--- src/rtl/mmm_pkg.sv ---
// ---------------------------------------------------------------------------
// mmm_pkg
// Shared width helpers and default operand geometry for the Montgomery
// modular multiplier datapath and the RSA top.
//   ndig(width, digit) : number of digits needed to cover an operand
//   cnt_w(n)           : bits needed to hold a counter value 0..n
// ---------------------------------------------------------------------------
package mmm_pkg;

    localparam int WIDTH_DEF = 10;
    localparam int DIGIT_DEF = 1;

    // Ceiling division: a partial top digit still costs a full step.
    function automatic int ndig(input int width, input int digit);
        return (width + digit - 1) / digit;
    endfunction

    function automatic int cnt_w(input int n);
        return $clog2(n + 1);
    endfunction

endpackage

--- src/rtl/shiftreg_digit_if.sv ---
// ---------------------------------------------------------------------------
// shiftreg_digit_if
// Operand bus between the MMM controller (master) and the operand
// serialiser (slave).
//   en       : step enable, qualifies both ld_a and the shift
//   ld_a     : load request, acted on only when en=1
//   A        : operand to load (WIDTH bits)
//   A_digit  : current digit (DIGIT bits)
//   busy     : digits remain
//   last     : the digit on A_digit is the final one
//   done     : one-cycle pulse after the final digit is consumed
//
// Handshake: there is no ready signal. Every clk edge with en=1 is one
// accepted step; the slave always accepts. A step with ld_a=1 loads, a step
// with ld_a=0 consumes the digit currently on A_digit (if busy).
// ---------------------------------------------------------------------------
interface shiftreg_digit_if #(
    parameter int WIDTH = 10,
    parameter int DIGIT = 1
);
    logic             en;
    logic             ld_a;
    logic [WIDTH-1:0] A;
    logic [DIGIT-1:0] A_digit;
    logic             busy;
    logic             last;
    logic             done;

    modport master (
        output en, ld_a, A,
        input  A_digit, busy, last, done
    );

    modport slave (
        input  en, ld_a, A,
        output A_digit, busy, last, done
    );
endinterface

--- src/rtl/digit_counter.sv ---
// ---------------------------------------------------------------------------
// digit_counter
// Loadable down-counter with zero/one detect and a registered terminal pulse.
//   clk      in   clock
//   rst_n    in   asynchronous active-low reset
//   clr_n_i  in   synchronous active-low clear (wins over load/dec)
//   load_i   in   load N (wins over dec)
//   dec_i    in   decrement when non-zero
//   cnt_o    out  current count
//   zero_o   out  count == 0
//   one_o    out  count == 1
//   term_o   out  one-cycle pulse after a decrement from 1 to 0
// ---------------------------------------------------------------------------
module digit_counter #(
    parameter int N  = 10,
    parameter int CW = 4
) (
    input  logic          clk,
    input  logic          rst_n,
    input  logic          clr_n_i,
    input  logic          load_i,
    input  logic          dec_i,
    output logic [CW-1:0] cnt_o,
    output logic          zero_o,
    output logic          one_o,
    output logic          term_o
);

    logic [CW-1:0] cnt_q, cnt_d;
    logic          term_q, term_d;

    // term_d defaults to 0 so the pulse always lasts exactly one cycle,
    // even when the next cycle is not enabled.
    always_comb begin
        cnt_d  = cnt_q;
        term_d = 1'b0;
        if (!clr_n_i) begin
            cnt_d = '0;
        end else if (load_i) begin
            cnt_d = CW'(N);
        end else if (dec_i && (cnt_q != '0)) begin
            cnt_d  = cnt_q - CW'(1);
            term_d = (cnt_q == CW'(1));
        end
    end

    always_ff @(posedge clk or negedge rst_n) begin
        if (!rst_n) begin
            cnt_q  <= '0;
            term_q <= 1'b0;
        end else begin
            cnt_q  <= cnt_d;
            term_q <= term_d;
        end
    end

    assign cnt_o  = cnt_q;
    assign zero_o = (cnt_q == '0);
    assign one_o  = (cnt_q == CW'(1));
    assign term_o = term_q;

endmodule

--- src/rtl/shiftreg_digit.sv ---
// ---------------------------------------------------------------------------
// shiftreg_digit
// Operand serialiser: loads a WIDTH-bit operand and presents it DIGIT bits
// per enabled step, LSB-first (MSB_FIRST=0) or MSB-first (MSB_FIRST=1).
//   clk        in   clock
//   rstb       in   asynchronous active-low reset
//   rst_mmm_i  in   synchronous active-low clear, ignores en
//   bus        slave modport of shiftreg_digit_if (en, ld_a, A, A_digit,
//              busy, last, done)
//   cnt_o      out  digits remaining (debug view of the digit counter)
// ---------------------------------------------------------------------------
module shiftreg_digit
    import mmm_pkg::*;
#(
    parameter int WIDTH     = WIDTH_DEF,
    parameter int DIGIT     = DIGIT_DEF,
    parameter int MSB_FIRST = 0
) (
    input  logic                                      clk,
    input  logic                                      rstb,
    input  logic                                      rst_mmm_i,
    shiftreg_digit_if.slave                           bus,
    output logic [cnt_w(ndig(WIDTH, DIGIT))-1:0]      cnt_o
);

    localparam int NDIG  = ndig(WIDTH, DIGIT);
    localparam int REG_W = NDIG * DIGIT;
    localparam int CW    = cnt_w(NDIG);

    logic [REG_W-1:0] data_q, data_d;
    logic [CW-1:0]    cnt;
    logic             cnt_zero;
    logic             cnt_one;
    logic             term;
    logic             load_w;
    logic             shift_w;

    assign load_w  = bus.en & bus.ld_a;
    assign shift_w = bus.en & ~bus.ld_a & ~cnt_zero;

    digit_counter #(
        .N  (NDIG),
        .CW (CW)
    ) u_cnt (
        .clk     (clk),
        .rst_n   (rstb),
        .clr_n_i (rst_mmm_i),
        .load_i  (load_w),
        .dec_i   (bus.en),
        .cnt_o   (cnt),
        .zero_o  (cnt_zero),
        .one_o   (cnt_one),
        .term_o  (term)
    );

    // Zero fill on every shift means the register is all-zero once the
    // last digit is consumed, so A_digit reads 0 while idle.
    always_comb begin
        data_d = data_q;
        if (!rst_mmm_i) begin
            data_d = '0;
        end else if (load_w) begin
            data_d            = '0;
            data_d[WIDTH-1:0] = bus.A;
        end else if (shift_w) begin
            if (MSB_FIRST != 0) begin
                data_d = data_q << DIGIT;
            end else begin
                data_d = data_q >> DIGIT;
            end
        end
    end

    always_ff @(posedge clk or negedge rstb) begin
        if (!rstb) begin
            data_q <= '0;
        end else begin
            data_q <= data_d;
        end
    end

    // MSB-first with padding: the top digit carries the pad zeros.
    assign bus.A_digit = (MSB_FIRST != 0) ? data_q[REG_W-1 -: DIGIT]
                                          : data_q[DIGIT-1:0];
    assign bus.busy    = ~cnt_zero;
    assign bus.last    = cnt_one;
    assign bus.done    = term;
    assign cnt_o       = cnt;

endmodule

--- src/flat_wrapper.sv ---
// flat-port wrapper written by rule: the top's interface ports become plain ports
module shiftreg_digit_flat import mmm_pkg::*;
#(
    parameter int WIDTH     = WIDTH_DEF,
    parameter int DIGIT     = DIGIT_DEF,
    parameter int MSB_FIRST = 0
)
  (clk, rstb, rst_mmm_i, cnt_o, bus_en, bus_ld_a, bus_A, bus_A_digit, bus_busy, bus_last, bus_done);
  shiftreg_digit_if #(.WIDTH(WIDTH), .DIGIT(DIGIT)) bus_i ();
  input  logic clk;
  input  logic rstb;
  input  logic rst_mmm_i;
  output logic [cnt_w(ndig(WIDTH, DIGIT))-1:0] cnt_o;
  input wire logic [$bits(bus_i.en)-1:0] bus_en;
  input wire logic [$bits(bus_i.ld_a)-1:0] bus_ld_a;
  input wire logic [$bits(bus_i.A)-1:0] bus_A;
  output wire logic [$bits(bus_i.A_digit)-1:0] bus_A_digit;
  output wire logic [$bits(bus_i.busy)-1:0] bus_busy;
  output wire logic [$bits(bus_i.last)-1:0] bus_last;
  output wire logic [$bits(bus_i.done)-1:0] bus_done;
  assign bus_i.en = bus_en;
  assign bus_i.ld_a = bus_ld_a;
  assign bus_i.A = bus_A;
  assign bus_A_digit = bus_i.A_digit;
  assign bus_busy = bus_i.busy;
  assign bus_last = bus_i.last;
  assign bus_done = bus_i.done;
  shiftreg_digit #(.WIDTH(WIDTH), .DIGIT(DIGIT), .MSB_FIRST(MSB_FIRST)) u_core (.clk(clk), .rstb(rstb), .rst_mmm_i(rst_mmm_i), .bus(bus_i), .cnt_o(cnt_o));
endmodule
--- config.mk ---
export PLATFORM = sky130hd
export DESIGN_NAME = shiftreg_digit_flat
export DESIGN_NICKNAME = d
export VERILOG_FILES = /design/src/rtl/mmm_pkg.sv /design/src/rtl/shiftreg_digit_if.sv /design/src/rtl/digit_counter.sv /design/src/rtl/shiftreg_digit.sv /design/src/flat_wrapper.sv
export SDC_FILE = /design/constraint.sdc
export NUM_CORES = 1
export LEC_CHECK = 0
export ABC_CLOCK_PERIOD_IN_PS = 4950
export CORE_AREA = 2 2 44 46
export DETAILED_ROUTE_END_ITERATION = 6
export DIE_AREA = 0 0 46 48
export PLACE_DENSITY = 0.79
export SLEW_MARGIN = 15
export SYNTH_ARGS = -nofsm -noshare
export SYNTH_HDL_FRONTEND = slang
export SYNTH_HIERARCHICAL = 1
export SYNTH_SLANG_ARGS = --single-unit
--- constraint.sdc ---
create_clock -name clk -period 4.95 [get_ports clk]
set_input_delay 0.495 -clock clk [delete_from_list [all_inputs] [get_ports clk]]
set_output_delay 0.495 -clock clk [all_outputs]
set_load 0.01 [all_outputs]
==> results of run 1 <==
worst max-delay path: cells and delay by family, from the launching register on:
family | cells | cell delay [ps]
and+or+nand+nor | 1 | 480
adders and majority gates | 1 | 190
DFF | 1 | 430
buffers and inverters | 4 | 860
flip-flops by register name, indices dropped and copies added (netlist names):
name                 cells
u_core/u_cnt/term_o      1
u_core/data_q           10
u_core/u_cnt/cnt_o       4
stage by stage:
stage / util / instances / total power, uW / hold WS (ps)
2_1_floorplan: - / 69 / 181 / 199
3_3_place_gp: 0.621 / 107 / 216 / 473
3_5_place_dp: 0.621 / 107 / 219 / 478
4_1_cts: 0.639 / 111 / 290 / 502
5_1_grt: 0.639 / 111 / 304 / 511
6_report: 0.639 / 111 / 287 / 500
final cells by class:
cell class	count	area, um2	area share
Clock buffer	3	22.5	0.0209
Clock inverter	1	7.51	0.00696
Inverter	6	22.5	0.0209
Multi-Input combinational cell	47	409	0.379
Sequential cell	15	375	0.348
Tap cell	17	21.3	0.0197
Timing Repair Buffer	22	220	0.204
power by group:
part           leakage [uW]  switching [uW]  internal, uW  total (uW)
Sequential         0.000205            6.14           129         136
Combinational      0.000289            39.3          41.0        80.3
Clock             0.0000139            40.4          30.6        71.0
worst max-delay path by stage:
stage,start,endpoint
finish,u_core/u_cnt/cnt_o[0]$_DFFE_PN0P_,bus_busy
global route,u_core/u_cnt/cnt_o[0]$_DFFE_PN0P_,bus_busy
CTS,u_core/u_cnt/cnt_o[0]$_DFFE_PN0P_,bus_busy
detailed placement,u_core/u_cnt/cnt_o[0]$_DFFE_PN0P_,bus_busy
global placement,u_core/u_cnt/cnt_o[0]$_DFFE_PN0P_,bus_busy
floorplan,u_core/u_cnt/cnt_o[0]$_DFFE_PN0P_,bus_busy
routing by layer:
metal | global-route usage | up-vias
met3 | 0.0226 | 6
met2 | 0.300 | 23
met4 | 0.0857 | 0
met5 | 0 | -
li1 | - | 303
met1 | 0.194 | 295
cells in the mapped netlist:
library cell and instances:
nand3_1 1, nand2_4 1, or4b_1 1, a21boi_0 1, nor4b_1 1, nand3_4 1, ha_1 3, or3b_2 1
nand2b_1 1, a21boi_4 1, mux2i_1 9, a211oi_1 1, or3_1 1, dfrtp_1 15, nand3b_1 1, nor3_1 1
o21ai_0 2, nand2b_4 1, and3_2 1, a21o_1 1, inv_1 6, a21oi_1 2, o2bb2ai_1 9, o21a_1 2
nor2_1 1, nand2_1 2, buf_4 1, nor3b_1 1
logic make-up (layout without fill, tap and decap cells):
logic type / after synthesis / after routing / share of synthesized area
muxes: 9 / 9 / 0.111
and+or+nand+nor: 16 / 16 / 0.155
DFF: 15 / 15 / 0.461
AOI/OAI and AO/OA: 19 / 19 / 0.190
buffers and inverters: 7 / 32 / 0.0369
adders and majority gates: 3 / 3 / 0.0461
==> impl_metrics.json, run 1 <==
{
  "status": "finished, final reports clean",
  "overflow": 0,
  "cts_hold_buf": 0,
  "routed-wl-met3_um": 77,
  "viasPerCell": 5.65,
  "setup_ws_ps": 2200,
  "remaining_drc_errors": 0,
  "dpl.hpwl_um": 1220,
  "wl_per_cell_um": 14.3,
  "path_clk_slew_ps": 100,
  "timing.rr.start": "u_core/u_cnt/cnt_o[0]$_DFFE_PN0P_",
  "totalWireLength_um": 1590,
  "layout_common_cells": "clkdlybuf4s50_1 (22), dfrtp_1 (15), mux2i_1 (9), o2bb2ai_1 (9), inv_1 (6)",
  "clockRootBuffer": "clkbuf_4",
  "syn_inst": 69,
  "drive_above_1_share": 0.106,
  "fp.dieH_um": 48,
  "layout_min_cycle_time_ps": 2750,
  "n_antenna_cell": 0,
  "pwr_density_cell_mw_per_mm2": 266,
  "postCtsSetupRepairBufs": 0,
  "hold_depth": 1,
  "nFillCells": 151,
  "clock_latency_ps": 280,
  "die-width_um": 46,
  "final_common_cell": "clkdlybuf4s50_1",
  "first_pass_iters": 2,
  "start_util": 0.482,
  "hold_path_end": "u_core/data_q[0]$_DFFE_PN0P_",
  "p_leak_uw": 0.000507,
  "ioPinCount": 23,
  "hp-start": "u_core/data_q[0]$_DFFE_PN0P_",
  "ys_ff_latch": 15,
  "ys_types": 28,
  "endpoint_kind": "primary output",
  "rr_endpoint": "u_core/data_q[7]$_DFFE_PN0P_",
  "critPathKind": "reg -> out",
  "finClkSkew_ps": 6.37,
  "synth_area_leaders": "dfrtp_1 (46%), mux2i_1 (11%), o2bb2ai_1 (9.7%), ha_1 (4.6%), inv_1 (2.8%)",
  "cts_sinks": 15,
  "worstPathRequired_ps": 4450,
  "antenna_found_initial": 0,
  "synth_area_um2": 815,
  "routed-via-count": 627,
  "path_max_fanout": 6,
  "synth_fp_nets": 87,
  "fmax_ghz": 0.364,
  "rr_worst_depth": 7,
  "drv_slew": 0,
  "first_iter_violations": 10,
  "hold_path.class": "reg -> reg",
  "hold_viol": 0,
  "ys_seq_area_frac": 0.461,
  "tightest_slew_ps": 665,
  "netlist.area_leader.share": 0.461,
  "yosys_warnings": 6,
  "syn_to_final_growth_pct": 32.4,
  "relSlewSlack": 0.556,
  "fin_area_mm2": 0.00108,
  "fp.coreArea_mm2": 0.00169,
  "final_nets": 113,
  "ant_nets": 0,
  "clockBufferDepth": 2,
  "cap_violations": 0,
  "top_layer_used": "met4",
  "cts_tree": "done",
  "grt_start_max_net_pins": 16,
  "peakVddDrop_mv": 0.189,
  "critPathSlowestCell": "or3b_2",
  "dpl_cell_area_mm2": 0.00105,
  "cts_resized": 0,
  "worst_path_most_repeated_cell": "inv_1",
  "cts_buffers": 3,
  "m1WireLength_um": 689,
  "cp_cell_sequence": "inv_1 > ha_1 > or3b_2 > inv_1 > inv_1 > clkdlybuf4s50_1",
  "tns_ps": 0,
  "setup_viol": 0,
  "htreeDepth": 1,
  "grt_pass1_vias": 620,
  "grt_pass1_wl_um": 2590,
  "die-area_mm2": 0.00221,
  "io_buffers": 22,
  "crit_path_max_incr_delay_ps": 480,
  "pre_cts_ws_ps": 2530,
  "arrival_ps": 2250,
  "fin_crit_sh": 0.555,
  "fp-row-count": 15,
  "postSynthAreaPerCell_um2": 11.8,
  "synth_top_cell_by_area": "dfrtp_1",
  "place_congestion": 0.738,
  "met2_length_um": 778,
  "reg2reg_slack_ps": 2890,
  "critPathLaunchType": "flop",
  "rsz0062_at_grt": "no",
  "track_usage": 0.167
}
No activity file was read; power rests on OpenSTA's default activity.
==> run 2: changes to the inputs <==
- ABC_CLOCK_PERIOD_IN_PS: 4950 -> 2500
- CORE_AREA: 2 2 44 46 -> 2 2 48 50
- DIE_AREA: 0 0 46 48 -> 0 0 50 52
- PLACE_DENSITY: 0.79 -> 0.71
- clock period: 4.95 -> 2.5 ns (I/O delays scaled with it)
==> impl_metrics.json, run 2 (synthesis gave the netlist of run 1 again) <==
{
  "cts_hold_buf": 0,
  "largest_reg_flops": 10,
  "worstPathRequired_ps": 2250,
  "regMostFlops": "u_core/data_q",
  "grt_pass1_wl_um": 2790,
  "tns_ps": 0,
  "fin_crit_sh": 0.951,
  "track_usage": 0.143,
  "critPathKind": "reg -> out",
  "cts_buffers": 3,
  "drive_above_1_share": 0.116,
  "rsz0062_at_grt": "no",
  "setup_viol": 0,
  "busiest_layer": "met2",
  "viasPerCell": 5.05,
  "arrival_ps": 2130,
  "ff_latch_area_um2": 375,
  "hold_slack_ps": 378,
  "met1_usage": 0.157,
  "overflow": 0,
  "clockBufferDepth": 2,
  "postCtsSetupRepairBufs": 0,
  "first_pass_iters": 4,
  "tightest_slew_ps": 667,
  "status": "finished, final reports clean",
  "grt_pass1_vias": 642,
  "ant_nets": 0,
  "final_common_cell": "clkdlybuf4s50_1",
  "syn_to_final_growth_pct": 34.6,
  "htreeDepth": 1,
  "totalWireLength_um": 1590,
  "place_congestion": 0.765,
  "fin_area_mm2": 0.00110,
  "instances_no_fill": 123,
  "cts_tree": "done",
  "final_nets": 114,
  "cap_violations": 0,
  "dp_cells": 119,
  "endpoint_kind": "primary output",
  "antenna_found_initial": 0,
  "gr-usage-met2": 0.265,
  "hold_path.class": "in -> async",
  "fp.coreArea_mm2": 0.00211,
  "fp.dieH_um": 52,
  "clock_latency_ps": 270,
  "fmax_ghz": 0.420,
  "path_max_fanout": 6,
  "path_clk_slew_ps": 80,
  "final_util": 0.520,
  "cts_resized": 0,
  "remaining_drc_errors": 0,
  "start_util": 0.387,
  "dpl.hpwl_um": 1240,
  "drv_slew": 0,
  "clockRootBuffer": "clkbuf_4",
  "wl_per_cell_um": 12.9,
  "timing.rr.start": "u_core/u_cnt/cnt_o[0]$_DFFE_PN0P_",
  "routed-via-count": 621,
  "die-width_um": 50,
  "finClkSkew_ps": 0.652,
  "critPathLaunchType": "flop",
  "hold_viol": 0,
  "io_buffers": 22,
  "relSlewSlack": 0.554,
  "cts_sinks": 15,
  "first_iter_violations": 5,
  "peakVddDrop_mv": 0.315,
  "n_antenna_cell": 0,
  "grt_start_max_net_pins": 16,
  "layout_min_cycle_time_ps": 2380,
  "nFillCells": 193,
  "multiInputGateArea_um2": 409,
  "pwr_density_cell_mw_per_mm2": 511,
  "ioPinCount": 23,
  "startpoint": "u_core/u_cnt/cnt_o[0]$_DFFE_PN0P_",
  "layout_common_cells": "clkdlybuf4s50_1 (22), dfrtp_1 (15), mux2i_1 (9), o2bb2ai_1 (9), inv_1 (5)",
  "die-area_mm2": 0.00260,
  "p_leak_uw": 0.000512,
  "grt_use_met3": 0.0230,
  "fp-row-count": 17,
  "dpl_cell_area_mm2": 0.00107
}
[run 2: cell types whose count changed in the layout (fill, tap and decap cells not counted)]
| cell | change |
|---|---|
| inv_2 | +1 |
| inv_1 | -1 |
| clkinvlp_4 | -1 |
| buf_4 | +1 |
| clkbuf_1 | +1 |
[run 2: final timing paths]
| path | endpoint | slack (ps) | cells past startpoint |
|---|---|---|---|
| setup / recovery | bus_busy | 120 | 6 |
| hold / removal | u_core/u_cnt/term_o$_DFF_PN0_ | 380 | 1 |
| setup reg to reg | u_core/data_q[3]$_DFFE_PN0P_ | 560 | 7 |
| hold reg to reg | u_core/data_q[6]$_DFFE_PN0P_ | 500 | 1 |
| max in group asynchronous | u_core/data_q[8]$_DFFE_PN0P_ | 1700 | 1 |
| min in group clk | u_core/data_q[6]$_DFFE_PN0P_ | 500 | 1 |
[run 2: metrics by stage]
stage,worst slack [ps],total power [uW]
after floorplan,663,357
after global placement,414,429
after detailed placement,357,432
after CTS,46.2,568
after global routing,32.9,598
final,122,560
[run 2: routing by layer]
layer	part of all wire	routed length, um
met1	0.43	689
met2	0.51	810
met3	0.052	83
met4	0.0031	5
met5	0	0
[run 2: report_power, final]
group	internal, uW	switching (uW)	total (uW)
clock	61.8	71.9	134
combinational	81.9	75.5	157
sequential	256	12.5	269
total	400	160	560
[run 2: final cells by class]
type	instances	share of cell area
clock buffer	4	0.0240
inverter	6	0.0205
multi-input combinational	47	0.373
sequential	15	0.342
tap	28	0.0320
timing repair buffer	23	0.208
[run 2: critical path, cell delays in order (launching register included)]
cell,delay [ps]
dfrtp_1,430
inv_1,110
ha_1,170
or3b_2,490
inv_2,130
inv_1,50
clkdlybuf4s50_1,470
